==> src/rtl/alu_share_arbiter_if.sv <==
// alu_share_arbiter_if
// Bundles the request/response handshake and the display outputs of the
// shared-ALU arbiter.
//   req_valid/req_ready : per-requester valid and one-hot grant
//   req_a/req_b/req_op  : packed per-requester operands and opcodes
//   rsp_*               : single response channel (valid/ready, owner id, data)
//   disp_data/disp_en   : last completed result for the 7-segment decoder
//   busy                : arbiter is executing or holding a response
// Modports: master = requester/consumer side, slave = arbiter side.
interface alu_share_arbiter_if #(
    parameter int WIDTH = 4,
    parameter int NREQ  = 4
);
    localparam int IDW = (NREQ > 1) ? $clog2(NREQ) : 1;

    logic [NREQ-1:0]       req_valid;
    logic [NREQ-1:0]       req_ready;
    logic [NREQ*WIDTH-1:0] req_a;
    logic [NREQ*WIDTH-1:0] req_b;
    logic [2*NREQ-1:0]     req_op;
    logic                  rsp_valid;
    logic                  rsp_ready;
    logic [IDW-1:0]        rsp_id;
    logic [WIDTH-1:0]      rsp_data;
    logic [WIDTH-1:0]      disp_data;
    logic                  disp_en;
    logic                  busy;

    modport master (
        output req_valid, req_a, req_b, req_op, rsp_ready,
        input  req_ready, rsp_valid, rsp_id, rsp_data, disp_data, disp_en, busy
    );

    modport slave (
        input  req_valid, req_a, req_b, req_op, rsp_ready,
        output req_ready, rsp_valid, rsp_id, rsp_data, disp_data, disp_en, busy
    );
endinterface

==> src/rtl/alu_share_arbiter.sv <==
// alu_share_arbiter
// Shares one small ALU among NREQ requesters. In IDLE a round-robin search
// starting at ptr grants one valid requester; its operands are latched, the
// ALU runs for one EXEC cycle, and the result is presented on the response
// channel (RESP) until accepted. The last completed result is also held for
// a 7-segment display decoder.
// Ports:
//   clk   : rising-edge clock
//   rst_n : asynchronous active-low reset
//   bus   : alu_share_arbiter_if.slave (handshakes, operands, response, display, busy)
module alu_share_arbiter #(
    parameter int WIDTH = 4,
    parameter int NREQ  = 4
) (
    input  logic                clk,
    input  logic                rst_n,
    alu_share_arbiter_if.slave  bus
);
    localparam int IDW = (NREQ > 1) ? $clog2(NREQ) : 1;

    localparam logic [1:0]     OP_ADD = 2'b00;
    localparam logic [1:0]     OP_SUB = 2'b01;
    localparam logic [1:0]     OP_AND = 2'b10;
    localparam logic [1:0]     OP_OR  = 2'b11;
    localparam logic [IDW-1:0] ID_ONE = IDW'(1);
    localparam logic [IDW-1:0] ID_MAX = IDW'(NREQ - 1);

    typedef enum logic [1:0] {
        IDLE = 2'd0,
        EXEC = 2'd1,
        RESP = 2'd2
    } state_t;

    // ALU: results wrap modulo 2**WIDTH, carry and borrow are dropped.
    function automatic logic [WIDTH-1:0] alu_calc(
        input logic [WIDTH-1:0] a,
        input logic [WIDTH-1:0] b,
        input logic [1:0]       op
    );
        logic [WIDTH-1:0] r;
        case (op)
            OP_ADD:  r = a + b;
            OP_SUB:  r = a - b;
            OP_AND:  r = a & b;
            OP_OR:   r = a | b;
            default: r = {WIDTH{1'b0}};
        endcase
        return r;
    endfunction

    // Round-robin pick: first valid requester at ptr, ptr+1, ... (mod NREQ).
    function automatic logic [NREQ-1:0] rr_pick(
        input logic [NREQ-1:0] valid,
        input logic [IDW-1:0]  ptr
    );
        logic [NREQ-1:0] g;
        logic [IDW-1:0]  idx;
        logic            found;
        g     = {NREQ{1'b0}};
        found = 1'b0;
        for (int k = 0; k < NREQ; k++) begin
            idx = IDW'((int'(ptr) + k) % NREQ);
            if (!found && valid[idx]) begin
                g[idx] = 1'b1;
                found  = 1'b1;
            end else begin
                found = found;
            end
        end
        return g;
    endfunction

    state_t           state_r;
    state_t           next_state_s;
    logic [IDW-1:0]   ptr_r;
    logic [IDW-1:0]   ptr_next_s;
    logic [WIDTH-1:0] a_r;
    logic [WIDTH-1:0] b_r;
    logic [1:0]       op_r;
    logic [IDW-1:0]   id_r;
    logic             rsp_valid_r;
    logic [IDW-1:0]   rsp_id_r;
    logic [WIDTH-1:0] rsp_data_r;
    logic [WIDTH-1:0] disp_data_r;
    logic             disp_en_r;
    logic [NREQ-1:0]  grant_s;
    logic             xfer_s;
    logic [WIDTH-1:0] sel_a_s;
    logic [WIDTH-1:0] sel_b_s;
    logic [1:0]       sel_op_s;
    logic [IDW-1:0]   sel_id_s;
    logic [WIDTH-1:0] alu_s;

    // The grant only ever targets a valid requester, so any grant is a transfer.
    assign xfer_s     = |grant_s;
    assign alu_s      = alu_calc(a_r, b_r, op_r);
    assign ptr_next_s = (id_r == ID_MAX) ? {IDW{1'b0}} : (id_r + ID_ONE);

    assign bus.req_ready = grant_s;
    assign bus.rsp_valid = rsp_valid_r;
    assign bus.rsp_id    = rsp_id_r;
    assign bus.rsp_data  = rsp_data_r;
    assign bus.disp_data = disp_data_r;
    assign bus.disp_en   = disp_en_r;
    assign bus.busy      = (state_r != IDLE);

    // FSM state register.
    always_ff @(posedge clk or negedge rst_n) begin
        if (!rst_n) begin
            state_r <= IDLE;
        end else begin
            state_r <= next_state_s;
        end
    end

    // FSM next state and grant; the grant is gated while reset is asserted
    // so req_ready reads 0 during reset even with requests pending.
    always_comb begin
        next_state_s = state_r;
        grant_s      = {NREQ{1'b0}};
        case (state_r)
            IDLE: begin
                if (rst_n) begin
                    grant_s = rr_pick(bus.req_valid, ptr_r);
                end else begin
                    grant_s = {NREQ{1'b0}};
                end
                if (|grant_s) begin
                    next_state_s = EXEC;
                end else begin
                    next_state_s = IDLE;
                end
            end
            EXEC: next_state_s = RESP;
            RESP: begin
                if (rsp_valid_r && bus.rsp_ready) begin
                    next_state_s = IDLE;
                end else begin
                    next_state_s = RESP;
                end
            end
            default: next_state_s = IDLE;
        endcase
    end

    // Operand mux: select the granted requester's fields.
    always_comb begin
        sel_a_s  = {WIDTH{1'b0}};
        sel_b_s  = {WIDTH{1'b0}};
        sel_op_s = 2'b00;
        sel_id_s = {IDW{1'b0}};
        for (int k = 0; k < NREQ; k++) begin
            if (grant_s[k]) begin
                sel_a_s  = bus.req_a[k*WIDTH +: WIDTH];
                sel_b_s  = bus.req_b[k*WIDTH +: WIDTH];
                sel_op_s = bus.req_op[2*k +: 2];
                sel_id_s = IDW'(k);
            end else begin
                sel_a_s  = sel_a_s;
            end
        end
    end

    // Datapath: operand latch, result/response registers, display hold, pointer.
    always_ff @(posedge clk or negedge rst_n) begin
        if (!rst_n) begin
            ptr_r       <= {IDW{1'b0}};
            a_r         <= {WIDTH{1'b0}};
            b_r         <= {WIDTH{1'b0}};
            op_r        <= 2'b00;
            id_r        <= {IDW{1'b0}};
            rsp_valid_r <= 1'b0;
            rsp_id_r    <= {IDW{1'b0}};
            rsp_data_r  <= {WIDTH{1'b0}};
            disp_data_r <= {WIDTH{1'b0}};
            disp_en_r   <= 1'b0;
        end else begin
            case (state_r)
                IDLE: begin
                    if (xfer_s) begin
                        a_r  <= sel_a_s;
                        b_r  <= sel_b_s;
                        op_r <= sel_op_s;
                        id_r <= sel_id_s;
                    end
                end
                EXEC: begin
                    rsp_data_r  <= alu_s;
                    rsp_id_r    <= id_r;
                    rsp_valid_r <= 1'b1;
                    disp_data_r <= alu_s;
                    disp_en_r   <= 1'b1;
                end
                RESP: begin
                    // The granted requester drops to lowest priority next round.
                    if (rsp_valid_r && bus.rsp_ready) begin
                        rsp_valid_r <= 1'b0;
                        ptr_r       <= ptr_next_s;
                    end
                end
                default: rsp_valid_r <= 1'b0;
            endcase
        end
    end
endmodule
==> src/flat_wrapper.sv <==
// flat-port wrapper written by rule: the top's interface ports become plain ports
module alu_share_arbiter_flat 
#(
    parameter int WIDTH = 4,
    parameter int NREQ  = 4
)
  (clk, rst_n, bus_req_valid, bus_req_a, bus_req_b, bus_req_op, bus_rsp_ready, bus_req_ready, bus_rsp_valid, bus_rsp_id, bus_rsp_data, bus_disp_data, bus_disp_en, bus_busy);
  alu_share_arbiter_if #(.WIDTH(WIDTH), .NREQ(NREQ)) bus_i ();
  input  logic clk;
  input  logic rst_n;
  input wire logic [$bits(bus_i.req_valid)-1:0] bus_req_valid;
  input wire logic [$bits(bus_i.req_a)-1:0] bus_req_a;
  input wire logic [$bits(bus_i.req_b)-1:0] bus_req_b;
  input wire logic [$bits(bus_i.req_op)-1:0] bus_req_op;
  input wire logic [$bits(bus_i.rsp_ready)-1:0] bus_rsp_ready;
  output wire logic [$bits(bus_i.req_ready)-1:0] bus_req_ready;
  output wire logic [$bits(bus_i.rsp_valid)-1:0] bus_rsp_valid;
  output wire logic [$bits(bus_i.rsp_id)-1:0] bus_rsp_id;
  output wire logic [$bits(bus_i.rsp_data)-1:0] bus_rsp_data;
  output wire logic [$bits(bus_i.disp_data)-1:0] bus_disp_data;
  output wire logic [$bits(bus_i.disp_en)-1:0] bus_disp_en;
  output wire logic [$bits(bus_i.busy)-1:0] bus_busy;
  assign bus_i.req_valid = bus_req_valid;
  assign bus_i.req_a = bus_req_a;
  assign bus_i.req_b = bus_req_b;
  assign bus_i.req_op = bus_req_op;
  assign bus_i.rsp_ready = bus_rsp_ready;
  assign bus_req_ready = bus_i.req_ready;
  assign bus_rsp_valid = bus_i.rsp_valid;
  assign bus_rsp_id = bus_i.rsp_id;
  assign bus_rsp_data = bus_i.rsp_data;
  assign bus_disp_data = bus_i.disp_data;
  assign bus_disp_en = bus_i.disp_en;
  assign bus_busy = bus_i.busy;
  alu_share_arbiter #(.WIDTH(WIDTH), .NREQ(NREQ)) u_core (.clk(clk), .rst_n(rst_n), .bus(bus_i));
endmodule
==> config.mk <==
export PLATFORM = sky130hd
export DESIGN_NAME = alu_share_arbiter_flat
export DESIGN_NICKNAME = d
export VERILOG_FILES = /design/src/rtl/alu_share_arbiter_if.sv /design/src/rtl/alu_share_arbiter.sv /design/src/flat_wrapper.sv
export SDC_FILE = /design/constraint.sdc
export NUM_CORES = 1
export LEC_CHECK = 0
export CAP_MARGIN = 10
export CELL_PAD_IN_SITES_DETAIL_PLACEMENT = 1
export CELL_PAD_IN_SITES_GLOBAL_PLACEMENT = 1
export CORE_ASPECT_RATIO = 0.75
export CORE_MARGIN = 10
export CORE_UTILIZATION = 36
export DETAILED_ROUTE_END_ITERATION = 8
export PLACE_DENSITY = 0.93
export SLEW_MARGIN = 20
export SYNTH_ARGS = -nofsm -noshare
export SYNTH_HDL_FRONTEND = slang
export SYNTH_SLANG_ARGS = --single-unit
==> constraint.sdc <==
create_clock -name clk -period 3.9 [get_ports clk]
set_input_delay 0.585 -clock clk [delete_from_list [all_inputs] [get_ports clk]]
set_output_delay 0.585 -clock clk [all_outputs]
set_load 0.03 [all_outputs]
==> results of run 1 <==
-- stage by stage --
stage	std cells	setup WS (ns)	utilization, %	power (W)
after CTS	361	0.223	50.5	0.000583
after floorplan	219	0.707	-	0.000293
after global routing	361	0.131	50.5	0.000604
after global placement	357	0.272	49.2	0.000359
final	361	0.201	50.5	0.000579
after detailed placement	357	0.220	49.2	0.000363
-- how the worst max path moves through the flow --
| stage | cells past startpoint | to | slack (ns) |
|---|---|---|---|
| 3_3_place_gp | 6 | bus_req_ready[1] | 0.27 |
| 2_1_floorplan | 6 | bus_req_ready[1] | 0.71 |
| 6_report | 6 | bus_req_ready[1] | 0.20 |
| 5_1_grt | 7 | bus_req_ready[2] | 0.13 |
| 4_1_cts | 6 | bus_req_ready[1] | 0.22 |
| 3_5_place_dp | 6 | bus_req_ready[1] | 0.22 |
-- cells in the mapped netlist, drive strengths merged (4+ instances only) --
library cell	instances
a21oi	11
a221oi	4
a222oi	5
a31oi	6
and2	4
and3	5
buf	7
clkbuf	5
dfrtp	24
ha	15
inv	9
mux2	6
mux2i	9
mux4	4
nand2	14
nand2b	9
nand3	7
nor2	15
nor2b	5
o21ai	10
o22ai	5
-- layer usage --
layer,GRT usage [%],vias up,routed length (um)
li1,-,952,-
met1,18.9,989,3240
met2,24.2,67,3130
met4,3.82,0,70
met5,0,-,0
met3,4.15,6,520
-- worst reg2reg max path: stages, from the launching register on --
cell and delay, ns:
dfrtp_1 0.36, inv_1 0.10, ha_1 0.33, mux4_2 0.60, a2111o_1 0.44, a22o_2 0.24, buf_4 0.18, o31ai_4 0.36
inv_2 0.21, o21a_1 0.16, a22o_1 0.19
-- kinds of logic after synthesis --
family / share of synthesized area (%)
DFF: 28.2
adders and majority gates: 10.2
AOI/OAI and AO/OA: 23.5
xor gates and xnor gates: 1.65
buffers and inverters: 5.47
and+or+nand+nor: 19.3
muxes: 11.6
-- power groups by stage --
stage | logic, W | clock network (W) | registers [W]
6_report | 0.000110 | 0.000221 | 0.000249
5_1_grt | 0.000118 | 0.000237 | 0.000249
4_1_cts | 0.000110 | 0.000225 | 0.000249
3_5_place_dp | 0.000109 | 0 | 0.000254
3_3_place_gp | 0.000105 | 0 | 0.000254
2_1_floorplan | 0.0000395 | 0 | 0.000254
-- flip-flops by register name, indices dropped and copies added (netlist names) --
| register | cells |
|---|---|
| u_core.a_r | 4 |
| u_core.b_r | 4 |
| u_core.bus.disp_en | 1 |
| u_core.bus.rsp_data | 4 |
| u_core.bus.rsp_id | 2 |
| u_core.bus.rsp_valid | 1 |
| u_core.id_r | 2 |
| u_core.op_r | 2 |
| u_core.ptr_r | 2 |
| u_core.state_r | 2 |
-- final cells by class --
| class | instances | share of cell area (%) |
|---|---|---|
| Clock inverter | 1 | 1.03 |
| Multi-Input combinational cell | 174 | 48.5 |
| Tap cell | 78 | 3.35 |
| Clock buffer | 3 | 1.42 |
| Inverter | 9 | 1.16 |
| Timing Repair Buffer | 72 | 23.9 |
| Sequential cell | 24 | 20.6 |
==> summary.md, run 1 <==
| Metric | Value |
|---|---|
| IO buf count | 63 |
| Worst EP arrival | ~3.1 ns |
| # IOs | 64 |
| Int Pwr | between 0.0004 and 0.0005 W |
| Design area | slightly below 3000 sq um |
| Number of synthesized flops with an enable pin | 0 |
| Crit path top cell by count | clkdlybuf4s50_1 |
| Clock Latency Late Sink | 0.27 ns |
| Synthesized area | 2130 sq um |
| DRT Pass-1 Iters | 4 |
| Vias in the first global route | around 2,200 |
| CTS resizes | 0 |
| Worst Hold Margin | ~0.49 ns |
| Critical path type | in -> out |
| Comb power frac | about a fifth |
| RSZ-0062 raised after global routing | no |
| ANT cells | 0 |
| Max Cap Viol | 0 |
| Area of the multi-input gates | 1410 sq um |
| Total track usage | 14.9% |
| Switching share of power | roughly 22% |
| Placed inst area | between 2000 and 3000 sq um |
| Sequential share of the synthesized area | between 20% and 30% |
| Post-layout nets | approximately 350 |
| Total core area | 5770 sq um |
| Reg clk slew, reported paths | 0.09 ns |
| Reg-to-Reg End | u_core.b_r[3] |
| Final Hold Fails | 0 |
| Syn Inst Count | roughly 220 |
| Cell taking the most area after synthesis | dfrtp_1 |
| Tmin final | ~3.7 ns |
| RR Startpoint | u_core.ptr_r[1] |
| Routed length per instance | 19.3 um |
| Hold Path Cell Cnt | 1 |
| Critical path data required time | about 3.3 ns |
| Clk_skew | about 0.0045 ns |
| CP Launch Type | input pin |
| Syn nets | 282 |
| PwrDens | 199 nW/um^2 |
| Gpl congestion | approximately 0.85 |
| Worst path bufs/invs | 2 |
| Worst setup startpoint | bus_req_valid[2] |
| Post-CTS setup buffer count | 0 |
| Slew HR | about 47% |
| Global-route wire length before repair | around 11,000 um |
| Initial antenna violation count | 0 |
| TritonCTS buffer count | 3 |
| Via count | between 2,000 and 2,500 |
| Leakage | about 1.2 nW |
| Max Fclk | 270 MHz |
| Site Rows | 24 |
| Commonest non-fill, non-tap cells in the layout | clkdlybuf4s50_1, dfrtp_1, nor2_1, ha_1, nand2_1 |
| CP top delay family | buffers and inverters |
| CP max stage delay | about 0.60 ns |
| #FFs+latches synth | 24 |
| Reg area | approximately 600 sq um |
| YS warnings | 0 |
| Worst reg2reg path depth | 10 |
| Ys async rst share | 100% |
| Clock sinks | 24 |
| Reg2Reg Setup Slack | 0.62 ns |
| DRC Markers | 0 |
| Worst-Margin Slew | 0.784 ns |
| Htree depth | 1 |
| Yosys top cell area share | between 20 and 30% |
| Clock root buffer | clkbuf_8 |
| Top post-synthesis cells by area | dfrtp_1, ha_1, mux2i_1 |
| Die height | 86.6 um |
| Synth cell types | 54 |
| Max IR drop VDD | roughly 0.12 mV |
| Number of fill cells in the layout | ~670 |
| CTS tree | done |
| Critical-path top delay cell | mux4_2 |
| Initial core utilization | between 30% and 40% |
| Largest net degree at the start of global routing | 27 |
| Syn Area/Cell | a little under 10 sq um |
| Fraction of layout cells with a size suffix above 1 | between 10 and 15% |
| Period utilization | a little over nine tenths |
| GR Overflow Total | 0 |
| Post-DR vias/cell | around 5.6 |
| Outcome | completed |
| Area Growth Syn to Fin | 36.7% |
| Routed WL | approximately 7000 um |
| CP cell instances | clkdlybuf4s50_1, mux4_2, a2111o_1, a22o_2, and2_1, clkdlybuf4s50_1 |
| Slew Viols, Final | 0 |
| Crit end category | output port |
| Post-route ant nets | 0 |
| HP Class | reg -> reg |
| Reg power frac | a little over two fifths |
| Bufs on Longest Clock Path | 2 |
| Top FF cell, synth | dfrtp_1 |
| Sw Pwr | 0.000130 W |
| Post-DP HPWL | between 5000 and 6000 um |
| Post-route setup TNS | 0 ns |
| Critical-path maximum fanout | 9 |
| Hold Crit Start | u_core.bus.disp_en |
| DIE WIDTH | about 110 um |
| # hold bufs at CTS | 0 |
| Setup Viol. Count Final | 0 |
| Die area | between 9000 and 10,000 sq um |
| DRT iter0 DRCs | 70 |
| Hold Path End | u_core.bus.disp_en |
| Most common cell after layout, fill and taps aside | clkdlybuf4s50_1 |
| Clock Power Share | approximately two fifths |
Note: power is estimated with default switching activity, not from simulation.
==> run 2: changes to the inputs <==
Settings changed: CORE_ASPECT_RATIO 0.75 to 1.1.
==> run 2 against run 1 <==
Against the previous run:
- critical endpoint unchanged
- power is 12% lower
- combinational power hardly changed
- worst hold slack worse by 0.022 ns
- worst setup slack worse by 0.051 ns
- register-to-register slack worse by 0.07 ns
- cell count is 0.55% lower
==> summary.md, run 2 (synthesis results as in run 1) <==
| Metric | Value |
|---|---|
| Outcome | completed |
| Setup Viol. Count Final | 0 |
| Worst-Margin Slew | approximately 0.53 ns |
| Post-DP HPWL | ~5600 um |
| Largest net degree at the start of global routing | 18 |
| Fraction of layout cells with a size suffix above 1 | 12.4% |
| Total core area | roughly 5800 sq um |
| Global-route wire length before repair | roughly 11,000 um |
| Die area | 9390 sq um |
| Crit end category | output port |
| Tmin final | 3.75 ns |
| Max Fclk | 267 MHz |
| Site Rows | 29 |
| Initial antenna violation count | 0 |
| Slew Viols, Final | 0 |
| Period utilization | a little over nine tenths |
| Total track usage | between 10 and 15% |
| Bufs on Longest Clock Path | 2 |
| Most common cell after layout, fill and taps aside | clkdlybuf4s50_1 |
| Dpl ws | 0.248 ns |
| Routed WL | ~6600 um |
| Slew HR | about 65% |
| Max Cap Viol | 0 |
| Reg clk slew, reported paths | roughly 0.080 ns |
| Commonest non-fill, non-tap cells in the layout | clkdlybuf4s50_1, dfrtp_1, nor2_1, ha_1, nand2_1 |
| Worst EP arrival | between 3 and 4 ns |
| Post-layout nets | approximately 350 |
| TritonCTS buffer count | 3 |
| Comb power frac | between 20% and 30% |
| Clock root buffer | clkbuf_8 |
| Htree depth | 1 |
| Gpl congestion | between 0.8 and 0.9 |
| Clock sinks | 24 |
| Area Growth Syn to Fin | 35.4% |
| IO buf count | 63 |
| Via count | 1,957 |
| DRT Pass-1 Iters | 5 |
| Clock Power Share | 30.2% |
| Clock Latency Late Sink | 0.28 ns |
| Design area | approximately 2900 sq um |
| Post-DR vias/cell | 5.45 |
| Post-CTS setup buffer count | 0 |
| RSZ-0062 raised after global routing | no |
| Switching share of power | 25.2% |
| Placed inst area | about 2800 sq um |
| Routed length per instance | 18.5 um |
| CP cell instances | inv_1, ha_1, mux4_2, a2111o_1, a22o_2, and2_1, clkdlybuf4s50_1 |
| Initial core utilization | a little under two fifths |
| # hold bufs at CTS | 0 |
| CP Launch Type | flop |
| Sw Pwr | about 0.00013 W |
| ANT cells | 0 |
| HP Class | reg -> reg |
| Reg power frac | about half |
| Final worst slack | 0.150 ns |
| # IOs | 64 |
| Leakage | approximately 1.2 nW |
| Critical path data required time | ~3.3 ns |
| Final Hold Fails | 0 |
| CP max stage delay | around 0.63 ns |
| GR Overflow Total | 0 |
| Post-route setup TNS | 0 ns |
| Int Pwr | 0.000381 W |
| DRC Markers | 0 |
| Vias in the first global route | between 2,000 and 2,500 |
| Die height | slightly above 100 um |
| Critical path type | reg -> out |
| Critical-path maximum fanout | 9 |
| Critical-path top delay cell | mux4_2 |
| PwrDens | 177 nW/um^2 |
| DRT iter0 DRCs | around 110 |
| Clk_skew | roughly 0.0096 ns |
| Post-route ant nets | 0 |
| CTS tree | done |
| Worst Hold Margin | around 0.47 ns |
| Max IR drop VDD | approximately 0.12 mV |
| DIE WIDTH | 93.3 um |
## run 2: per-stage QoR
stage	instances	utilization, %	total power (W)
after floorplan	219	-	0.000293
after global placement	356	49.2	0.000359
after detailed placement	356	49.2	0.000361
after CTS	359	49.9	0.000511
after global routing	359	49.9	0.000527
final	359	49.9	0.000509
## run 2: worst paths after layout
path	startpoint	slack, ns	endpoint	cells after the start
max	u_core.ptr_r[1]	0.15	bus_req_ready[1]	7
min	u_core.bus.disp_en	0.47	u_core.bus.disp_en	1
max reg2reg	u_core.ptr_r[1]	0.55	u_core.b_r[3]	10
min reg2reg	u_core.bus.disp_en	0.47	u_core.bus.disp_en	1
max in group asynchronous	rst_n	2.96	u_core.id_r[1]	2
min in group asynchronous	rst_n	0.51	u_core.ptr_r[1]	1
## run 2: power by group through the flow
stage               sequential (W)  clock [W]  combinational [W]
floorplan                 0.000254          0          0.0000395
global placement          0.000254          0           0.000106
detailed placement        0.000254          0           0.000108
CTS                       0.000249   0.000155           0.000108
global route              0.000249   0.000163           0.000116
finish                    0.000249   0.000153           0.000107
## run 2: timing repair
action                     in CTS  in global routing
gates resized for setup         0                  1
hold endpoints to repair        0                  0
setup endpoints to repair       0                  1
## run 2: routing by layer
| metal | part of all wire [%] | track usage, % | vias up | wire length [um] |
|---|---|---|---|---|
| met1 | 44 | 16.1 | 938 | 2910 |
| met4 | 2.5 | 7.13 | 0 | 166 |
| met2 | 48 | 24.9 | 60 | 3190 |
| li1 | - | - | 949 | - |
| met3 | 5.5 | 3.06 | 10 | 363 |
| met5 | 0 | 0 | - | 0 |
## run 2: cell type report
class	count	area, sq um
multi-input combinational	174	1410
sequential	24	601
fill	671	2890
tap	77	96.3
clock buffer	3	41.3
inverter	9	33.8
timing repair buffer	72	698
## run 2: critical path, delay by kind of cell, from the launching register on
kind                       cells  cell delay, ns
AOI/OAI and AO/OA              2            0.66
DFF                            1            0.36
and+or+nand+nor                1            0.15
buffers and inverters          2            0.69
muxes                          1            0.63
adders and majority gates      1            0.41
